[config.mk]
export PLATFORM = sky130hd
export DESIGN_NAME = tpfu_core
export DESIGN_NICKNAME = d
export VERILOG_FILES = /design/src/rtl/tpfu_pkg.sv /design/src/rtl/tpfu_alu.sv /design/src/rtl/tpfu_core.sv
export SDC_FILE = /design/constraint.sdc
export NUM_CORES = 2
export LEC_CHECK = 0
export BUFFER_PORTS_ARGS = -buffer_cell sky130_fd_sc_hd__buf_2
export CAP_MARGIN = 20
export CORE_UTILIZATION = 55
export DETAILED_ROUTE_END_ITERATION = 8
export PLACE_DENSITY = 0.77
export SYNTH_ARGS = -nofsm -noshare
export SYNTH_HDL_FRONTEND = slang
export SYNTH_SLANG_ARGS = --single-unit
[constraint.sdc]
create_clock -name clk -period 6.29 [get_ports clk]
set_input_delay 0.3145 -clock clk [delete_from_list [all_inputs] [get_ports clk]]
set_output_delay 0.3145 -clock clk [all_outputs]
set_load 0.01 [all_outputs]
[src/rtl/tpfu_pkg.sv]
// Shared opcodes, FSM states and instruction-field helpers for the TP-FU core.
package tpfu_pkg;

    localparam logic [2:0] OP_NOP  = 3'b000;
    localparam logic [2:0] OP_ADD  = 3'b001;
    localparam logic [2:0] OP_SUB  = 3'b010;
    localparam logic [2:0] OP_MUL  = 3'b011;
    localparam logic [2:0] OP_NOP2 = 3'b100;
    localparam logic [2:0] OP_ADDI = 3'b101;
    localparam logic [2:0] OP_SUBI = 3'b110;
    localparam logic [2:0] OP_MULI = 3'b111;

    localparam int ALU_LAT = 3;

    typedef enum logic [1:0] {ST_IDLE, ST_LOAD, ST_EXEC, ST_DRAIN} state_t;
    typedef enum logic [1:0] {FN_ADD, FN_SUB, FN_MUL} alu_fn_t;

    typedef struct packed {
        logic    valid;
        logic    use_imm;
        alu_fn_t fn;
    } decode_t;

    // Instruction layout is {opcode[5:0], dst, src1, src2/imm}, each field RA_W wide.
    function automatic int f_inst_w(input int ra_w);
        return 6 + 3 * ra_w;
    endfunction

    function automatic int f_op_lsb(input int ra_w);
        return 3 * ra_w;
    endfunction

    function automatic int f_dst_lsb(input int ra_w);
        return 2 * ra_w;
    endfunction

    function automatic int f_src1_lsb(input int ra_w);
        return ra_w;
    endfunction

    function automatic int f_src2_lsb(input int ra_w);
        return 0 * ra_w;
    endfunction

    // Only the low three opcode bits select the operation.
    function automatic decode_t f_decode(input logic [5:0] op);
        decode_t d;
        d = '{valid: 1'b0, use_imm: 1'b0, fn: FN_ADD};
        casez (op)
            {3'b???, OP_ADD}:  d = '{valid: 1'b1, use_imm: 1'b0, fn: FN_ADD};
            {3'b???, OP_SUB}:  d = '{valid: 1'b1, use_imm: 1'b0, fn: FN_SUB};
            {3'b???, OP_MUL}:  d = '{valid: 1'b1, use_imm: 1'b0, fn: FN_MUL};
            {3'b???, OP_ADDI}: d = '{valid: 1'b1, use_imm: 1'b1, fn: FN_ADD};
            {3'b???, OP_SUBI}: d = '{valid: 1'b1, use_imm: 1'b1, fn: FN_SUB};
            {3'b???, OP_MULI}: d = '{valid: 1'b1, use_imm: 1'b1, fn: FN_MUL};
            default:           d = '{valid: 1'b0, use_imm: 1'b0, fn: FN_ADD};
        endcase
        return d;
    endfunction

endpackage

[src/rtl/tpfu_alu.sv]
// Three-stage add/sub/mul pipeline (input regs, operate, output reg) with valid and
// destination tags travelling alongside the data; the shape matches a DSP48 A/M/P chain.
module tpfu_alu
    import tpfu_pkg::*;
#(
    parameter int DATA_W = 16,
    parameter int RA_W   = 6
)
(
    input  logic              clk,
    input  logic              rst,
    input  logic              in_v,
    input  logic [1:0]        fn,
    input  logic [DATA_W-1:0] a,
    input  logic [DATA_W-1:0] b,
    input  logic [RA_W-1:0]   dst,
    output logic              out_v,
    output logic [DATA_W-1:0] out_data,
    output logic [RA_W-1:0]   out_dst
);

    logic              v1, v2, v3;
    logic [1:0]        fn1;
    logic [DATA_W-1:0] a1, b1, r2, r3, res;
    logic [RA_W-1:0]   d1, d2, d3;

    always_ff @(posedge clk or negedge rst) begin
        if (!rst) begin
            v1 <= 1'b0;
            v2 <= 1'b0;
            v3 <= 1'b0;
            r3 <= '0;
        end else begin
            v1 <= in_v;
            v2 <= v1;
            v3 <= v2;
            r3 <= r2;
        end
    end

    // Data path registers carry no reset so they pack into the DSP pipeline registers.
    always_ff @(posedge clk) begin
        fn1 <= fn;
        a1  <= a;
        b1  <= b;
        d1  <= dst;
        r2  <= res;
        d2  <= d1;
        d3  <= d2;
    end

    always_comb begin
        res = '0;
        case (fn1)
            FN_ADD:  res = a1 + b1;
            FN_SUB:  res = a1 - b1;
            FN_MUL:  res = a1 * b1;
            default: res = '0;
        endcase
    end

    assign out_v    = v3;
    assign out_data = r3;
    assign out_dst  = d3;

endmodule

[src/rtl/tpfu_core.sv]
// Temporally programmed FU: loads a sample burst into the register file, then runs
// the stored instruction sequence through the ALU pipeline with result writeback.
module tpfu_core
    import tpfu_pkg::*;
#(
    parameter int DATA_W     = 16,
    parameter int RA_W       = 6,
    parameter int PROG_DEPTH = 16,
    parameter int PA_W       = $clog2(PROG_DEPTH),
    localparam int INST_W    = f_inst_w(RA_W)
)
(
    input  logic              clk,
    input  logic              rst,
    input  logic              prog_we,
    input  logic [PA_W-1:0]   prog_addr,
    input  logic [INST_W-1:0] prog_data,
    input  logic [PA_W:0]     prog_len,
    input  logic [DATA_W-1:0] din,
    input  logic              in_valid,
    input  logic              in_last,
    output logic              in_ready,
    output logic [DATA_W-1:0] dout,
    output logic              dout_v,
    output logic              busy,
    output logic              done
);

    localparam int NREG = 2 ** RA_W;

    logic [DATA_W-1:0] rf   [NREG];
    logic [INST_W-1:0] imem [PROG_DEPTH];

    state_t            state, state_nx;
    logic [PA_W:0]     pc, pc_nx, len_q, len_nx;
    logic [RA_W-1:0]   wcnt, wcnt_nx;
    logic [1:0]        drain_cnt, drain_nx;

    logic              accept;
    logic [INST_W-1:0] cur_inst;
    logic [5:0]        cur_op;
    logic [RA_W-1:0]   cur_dst, cur_src1, cur_src2;
    decode_t           dec;
    logic              issue_v;
    logic [DATA_W-1:0] opa, opb;
    logic              wb_v;
    logic [DATA_W-1:0] wb_data;
    logic [RA_W-1:0]   wb_dst;

    assign in_ready = (state == ST_IDLE) || (state == ST_LOAD);
    assign busy     = (state != ST_IDLE);
    assign done     = (state == ST_DRAIN) && (drain_cnt == 2'(ALU_LAT));
    assign accept   = in_valid && in_ready;

    always_ff @(posedge clk or negedge rst) begin
        if (!rst) begin
            state     <= ST_IDLE;
            pc        <= '0;
            len_q     <= '0;
            wcnt      <= '0;
            drain_cnt <= '0;
        end else begin
            state     <= state_nx;
            pc        <= pc_nx;
            len_q     <= len_nx;
            wcnt      <= wcnt_nx;
            drain_cnt <= drain_nx;
        end
    end

    // wcnt is the next register to fill; it is zero in IDLE so the first sample lands in R0.
    always_comb begin
        state_nx = state;
        pc_nx    = pc;
        len_nx   = len_q;
        wcnt_nx  = wcnt;
        drain_nx = drain_cnt;
        case (state)
            ST_IDLE, ST_LOAD: begin
                if (accept) begin
                    wcnt_nx  = wcnt + 1'b1;
                    state_nx = ST_LOAD;
                    if (in_last || (wcnt == '1)) begin
                        wcnt_nx  = '0;
                        pc_nx    = '0;
                        len_nx   = prog_len;
                        state_nx = ST_EXEC;
                    end
                end
            end
            ST_EXEC: begin
                pc_nx = pc + 1'b1;
                if ((len_q == '0) || (pc_nx == len_q)) begin
                    state_nx = ST_DRAIN;
                    drain_nx = '0;
                end
            end
            ST_DRAIN: begin
                drain_nx = drain_cnt + 1'b1;
                if (drain_cnt == 2'(ALU_LAT)) begin
                    state_nx = ST_IDLE;
                end
            end
            default: state_nx = ST_IDLE;
        endcase
    end

    always_ff @(posedge clk) begin
        if (prog_we && (state == ST_IDLE)) begin
            imem[prog_addr] <= prog_data;
        end
    end

    assign cur_inst = imem[pc[PA_W-1:0]];
    assign cur_op   = cur_inst[f_op_lsb(RA_W) +: 6];
    assign cur_dst  = cur_inst[f_dst_lsb(RA_W) +: RA_W];
    assign cur_src1 = cur_inst[f_src1_lsb(RA_W) +: RA_W];
    assign cur_src2 = cur_inst[f_src2_lsb(RA_W) +: RA_W];
    assign dec      = f_decode(cur_op);

    // Operands are read in the issue cycle with no forwarding from the pipeline.
    assign issue_v = (state == ST_EXEC) && (len_q != '0) && dec.valid;
    assign opa     = rf[cur_src1];
    assign opb     = dec.use_imm ? DATA_W'(cur_src2) : rf[cur_src2];

    tpfu_alu #(
        .DATA_W (DATA_W),
        .RA_W   (RA_W)
    ) u_alu (
        .clk      (clk),
        .rst      (rst),
        .in_v     (issue_v),
        .fn       (dec.fn),
        .a        (opa),
        .b        (opb),
        .dst      (cur_dst),
        .out_v    (wb_v),
        .out_data (wb_data),
        .out_dst  (wb_dst)
    );

    // Sample loads and writebacks never overlap: the pipeline is empty outside EXEC/DRAIN.
    always_ff @(posedge clk) begin
        if (wb_v) begin
            rf[wb_dst] <= wb_data;
        end else if (accept) begin
            rf[wcnt] <= din;
        end
    end

    assign dout   = wb_data;
    assign dout_v = wb_v;

endmodule

# Yosys cells after proc, flatten, opt, wreduce, memory -nomap -nowiden
# Memories as Yosys holds them, arrays and structs flattened. A register that Yosys moved wholly into a read port is not among the register bits.
# Index checks and enable logic that the tools add are counted.
[word_totals]
wordCells = 88
output_inout_bits = 20
regBits = 91
memories = 2
ram_bits = 1408
input_bits = 54
[memory_table]
columns = ["memory", "depth", "width", "read_ports", "rd_ports_with_merged_regs", "wr", "line_no", "text"]
rows = [
  ["rf", 64, 16, 2, 1, 1, "tpfu_core.sv:31", "logic [DATA_W-1:0] rf [NREG];"],
  ["imem", 16, 24, 1, 0, 1, "tpfu_core.sv:32", "logic [INST_W-1:0] imem [PROG_DEPTH];"],
]
[classes]
add_sub_neg = 5
n_eq_ne = 18
reduce_logical = 22
mul = 1
muxes = 24
[op_table]
columns = ["cell", "count"]
rows = [
  ["$pmux 16 s3", 1],
  ["$pmux 4 s6", 1],
  ["$mux 6", 3],
  ["$add 16x16->16", 1],
  ["$mul 16x16->16", 1],
  ["$mux 16", 1],
  ["$reduce_or 16->1", 1],
  ["$sub 16x16->16", 1],
  ["$mux 2", 5],
  ["$mux 5", 2],
  ["$pmux 5 s2", 1],
  ["$eq 3x3->1 const B", 3],
  ["$reduce_and 3->1", 3],
  ["$eq 2x2->1 const B", 4],
  ["$mux 1", 8],
  ["$add 6x1->6 const B", 1],
  ["$eq 3x2->1 const B", 2],
  ["$eq 6x6->1 const B", 1],
  ["$ne 2x2->1 const B", 3],
  ["$pmux 2 s3", 1],
  ["$reduce_bool 2->1", 3],
  ["$add 5x1->5 const B", 1],
  ["$eq 5x5->1", 1],
  ["$logic_and 1x1->1", 5],
  ["11 further kinds", 16],
]

# Longest topological paths before layout
[depth]
ltp_word = 8
depth_mapped = 21
mapped_depth_nobuf = 20

# By module
# Synthesis repeated with hierarchy kept, for this count alone.
[hier_totals]
hier_cells = 6123
area_unflattened_um2 = 71433.5
[by_module_without_submodules]
columns = ["mod", "seq_area_each_um2", "cells_each", "n_inst", "area_each_um2"]
rows = [
  ["tpfu_core", 41339.6, 5401, 1, 64461.8],
  ["tpfu_alu", 1836.8, 722, 1, 6971.7],
]

# Worst setup path after synthesis
# Ideal clock, no wire load.
[synth_path]
kind = "reg2reg"
startpoint = "register u_alu.b1[1]"
endpoint = "register u_alu.r2[15]"
path_buffers = 2
t_arrival_ns = 5.174
setup_time_ns = 0.116
required_ns = 6.174
path_stages_with_launch = 22
period_less_slack_ns = 5.290
setup_slack_ns = 1.000
path_cell_list = "dfxtp_1 clkbuf_1 clkbuf_1 and2_1 fa_1 inv_1 fa_1 inv_1 ha_1 fa_1 fa_1 inv_1 fa_1 inv_1 ha_1 or3_1 o21ai_0 a21oi_1 a31oi_1 o21ai_0 xnor2_1 a31o_2"
[synth_via]
elab_chain_len = 2
word_cells_on_any_way = 4
cone_classes = "add/sub (2); mul (1); mux (1)"
[synth_lines]
columns = ["item", "line_no", "text"]
rows = [
  ["start, declared", "tpfu_alu.sv:24", "logic [DATA_W-1:0] a1, b1, r2, r3, res;"],
  ["start signal, assigned", "tpfu_alu.sv:45", "b1 <= b;"],
  ["$mul 16x16->16 (tied with other cells)", "tpfu_alu.sv:57", "FN_MUL: res = a1 * b1;"],
  ["$pmux 16 s3 *", "tpfu_alu.sv:54", "case (fn1)"],
  ["net u_alu.res[15]", "tpfu_alu.sv:24", ""],
  ["end signal, assigned", "tpfu_alu.sv:47", "r2 <= res;"],
  ["end, declared", "tpfu_alu.sv:24", ""],
]
# The timed path passes the listed nets; every way through them passes the cells marked *.
# A chain may end at the register's enable or synchronous reset.

# Final worst setup path
# Ends and elaborated chain as after synthesis.

==> results.json <==
{
  "syn-num-nets": 6286,
  "clk_latency_ps": 830,
  "routabilityCongestion": 1.02,
  "seq_area_sq_um": 43200,
  "ant_nets": 0,
  "setup_ws_ps": 617,
  "route.detailed.drc": 0,
  "syn_area_sq_um": 71200,
  "ys_types": 85,
  "grt_pass1_vias": 52936,
  "rsz0062_at_grt": "no",
  "crit_top_cell": "fa_1",
  "first_iter_violations": 10476,
  "ys_async_sr_fraction": 0.0266,
  "wirelength_mm": 247,
  "finalSetupTns_ps": 0,
  "place_ws_ps": 663,
  "synth-seq-area-share": 0.606,
  "synth-main-ff-cell": "edfxtp_1",
  "cp-end-kind": "flop",
  "grt_pass1_wl_mm": 355,
  "fp.dieW_um": 362,
  "ys.warnings.count": 0,
  "cp_data_required_time_ps": 6970,
  "multiInputGateArea_sq_um": 25600,
  "cts_sinks": 1467,
  "cts_tree": "done",
  "hp-class": "primary input to flop",
  "synth_cells": 6082,
  "whs_path_depth": 3,
  "startpoint_type": "flop",
  "viasPerCell": 7.01,
  "rr_endpoint": "u_alu.r2[15]",
  "drt-wirelength-per-cell_um": 30.9,
  "fin_nets": 6340,
  "reg2reg_depth": 18,
  "initial_core_util": 0.556,
  "coreArea_sq_um": 128000,
  "ios": 74,
  "cts_root_buf": "clkbuf_16",
  "overflow": 0,
  "drive_gt1_frac": 0.117,
  "postSynthAreaPerCell_sq_um": 11.7,
  "rows": 131,
  "port_buffers": 70,
  "max_freq_ghz": 0.176,
  "min_to": "imem[5][16]",
  "hpwl_mm": 154,
  "synth-edff-count": 1360,
  "ctsResizeCount": 0,
  "ctsHoldBuffers": 32,
  "worst_slew_margin_rel": 0.127,
  "fin_skew_ps": 66.2,
  "setup_viol": 0,
  "hold_start": "prog_addr[2]",
  "max_stage_delay_ps": 780,
  "die_h_um": 362,
  "postCtsSetupBuffers": 0,
  "cts_buffers": 154,
  "worstPathCellList": "nand2_1, fa_1, fa_1, fa_1, inv_1, ha_1, fa_1, inv_1, fa_1, inv_1, ha_1, or3_1, o21ai_0, a21oi_1, a31oi_1, o21ai_0, xnor2_1, a31o_2",
  "min_period_ps": 5670,
  "fin_crit_sh": 0.902,
  "status": "finished, final reports clean",
  "htree_levels": 4,
  "cp.arrival_ps": 6350,
  "grt_usage": 0.372,
  "timing.rr.start": "u_alu.b1[1]",
  "drv_slew": 0,
  "grt_antenna_before_repair": 33,
  "max_cap_violations": 0,
  "rrSetupSlack_ps": 620,
  "worstPathMaxFanout": 18,
  "dr.pass1.iters": 9,
  "critical-path-slowest-cell": "dfxtp_1",
  "areaGrowthSynthToFinish_pct": 11.7,
  "cts.clk_slew.worst_paths_ps": 60,
  "clockBufferDepth": 3,
  "tightest_slew_ps": 1300,
  "fillers": 9474,
  "ys_ff_latch": 1467,
  "via_count": 56027,
  "hold_viol_final": 0,
  "grt_max_degree": 121,
  "dieArea_sq_um": 131000,
  "path_class": "flop to flop"
}
[placed cells by master, fill, tap and decap left out, drive strengths merged, types with 144 or more instances in the layout]
cell,count
edfxtp,1360
nand2,1316
buf,331
nand3,312
and3,296
a211oi,254
clkbuf,192
a31oi,185
o21ai,177
a21oi,162
mux2i,144
[cells by family (layout without fill, tap and decap cells)]
| logic type | count (synthesis) | in the layout | synth area share |
|---|---|---|---|
| xor+xnor | 72 | 72 | 0.00885 |
| fa+ha+maj | 150 | 150 | 0.0349 |
| simple gates | 2319 | 2319 | 0.148 |
| compound gates | 1251 | 1251 | 0.123 |
| buf+inv | 596 | 771 | 0.0383 |
| other cells | 0 | 4 | 0 |
| mux | 227 | 227 | 0.0409 |
| flops | 1467 | 1467 | 0.606 |
[registers in the layout (all words and copies together) (netlist names)]
register and flops:
u_alu.d1 6, u_alu.b1 16, u_alu.v2 1, wcnt 6
u_alu.r2 16, u_alu.fn1 2, imem 336, len_q 5
state 2, drain_cnt 2, u_alu.out_data 16, rf 1024
u_alu.out_v 1, pc 5, u_alu.a1 16, u_alu.v1 1
u_alu.out_dst 6, u_alu.d2 6
[stage by stage]
stage | std cells | hold WS, ps | cell area [sq um] | util
floorplan | 6082 | 18.9 | 71200 | -
CTS | 7981 | 28.9 | 79500 | 0.621
global route | 7986 | 79.4 | 79500 | 0.621
global placement | 7670 | 312 | 74000 | 0.578
finish | 7990 | 80.0 | 79600 | 0.621
detailed placement | 7672 | 312 | 74000 | 0.578
[synth_stat cells, types with 81 or more instances]
cell / n / area, sq um
inv_1: 130 / 488
o21ai_0: 162 / 811
edfxtp_1: 1360 / 40800
a211oi_1: 252 / 1890
buf_2: 132 / 661
a21oi_1: 158 / 791
clkbuf_1: 234 / 878
and3_1: 296 / 1850
a31oi_1: 185 / 1160
mux2i_1: 144 / 1440
nand2_1: 1316 / 4940
nand3_1: 310 / 1550
nor2_1: 135 / 507
fa_1: 81 / 1620
a221oi_1: 81 / 709
[per-layer routing]
metal / up-vias / part of all wire / track usage
met5: - / 0.00095 / 0
met4: 34 / 0.068 / 0.218
met3: 1007 / 0.15 / 0.120
met2: 4929 / 0.44 / 0.558
met1: 27041 / 0.34 / 0.474
li1: 23016 / - / -
[worst max-delay path by stage]
stage | from | end | slack [ps] | cells after the start
2_1_floorplan | u_alu.b1[1] | u_alu.r2[15] | 1000 | 21
3_3_place_gp | u_alu.b1[2] | u_alu.r2[15] | 690 | 18
3_5_place_dp | u_alu.b1[1] | u_alu.r2[15] | 660 | 16
4_1_cts | u_alu.b1[1] | u_alu.r2[15] | 620 | 16
5_1_grt | u_alu.b1[1] | u_alu.r2[15] | 350 | 18
6_report | u_alu.b1[1] | u_alu.r2[15] | 620 | 18
[worst max-delay path, delay by kind of cell (launching register included)]
| kind | cells | cell delay (ps) |
|---|---|---|
| and+or+nand+nor | 2 | 510 |
| DFF | 1 | 780 |
| adders and majority gates | 7 | 3020 |
| AOI/OAI and AO/OA | 5 | 870 |
| xor gates and xnor gates | 1 | 190 |
| buffers and inverters | 3 | 140 |
[final cells by class]
cell class | instances | share of cell area
Antenna cell | 4 | 0.000126
Clock buffer | 191 | 0.0516
Clock inverter | 86 | 0.0134
Inverter | 130 | 0.00613
Multi-Input combinational cell | 4019 | 0.322
Sequential cell | 1467 | 0.543
Tap cell | 1729 | 0.0272
Timing Repair Buffer | 364 | 0.0367
Power is not shown: default switching activity piles up to over one toggle a cycle in this logic, so the estimate is an artifact.
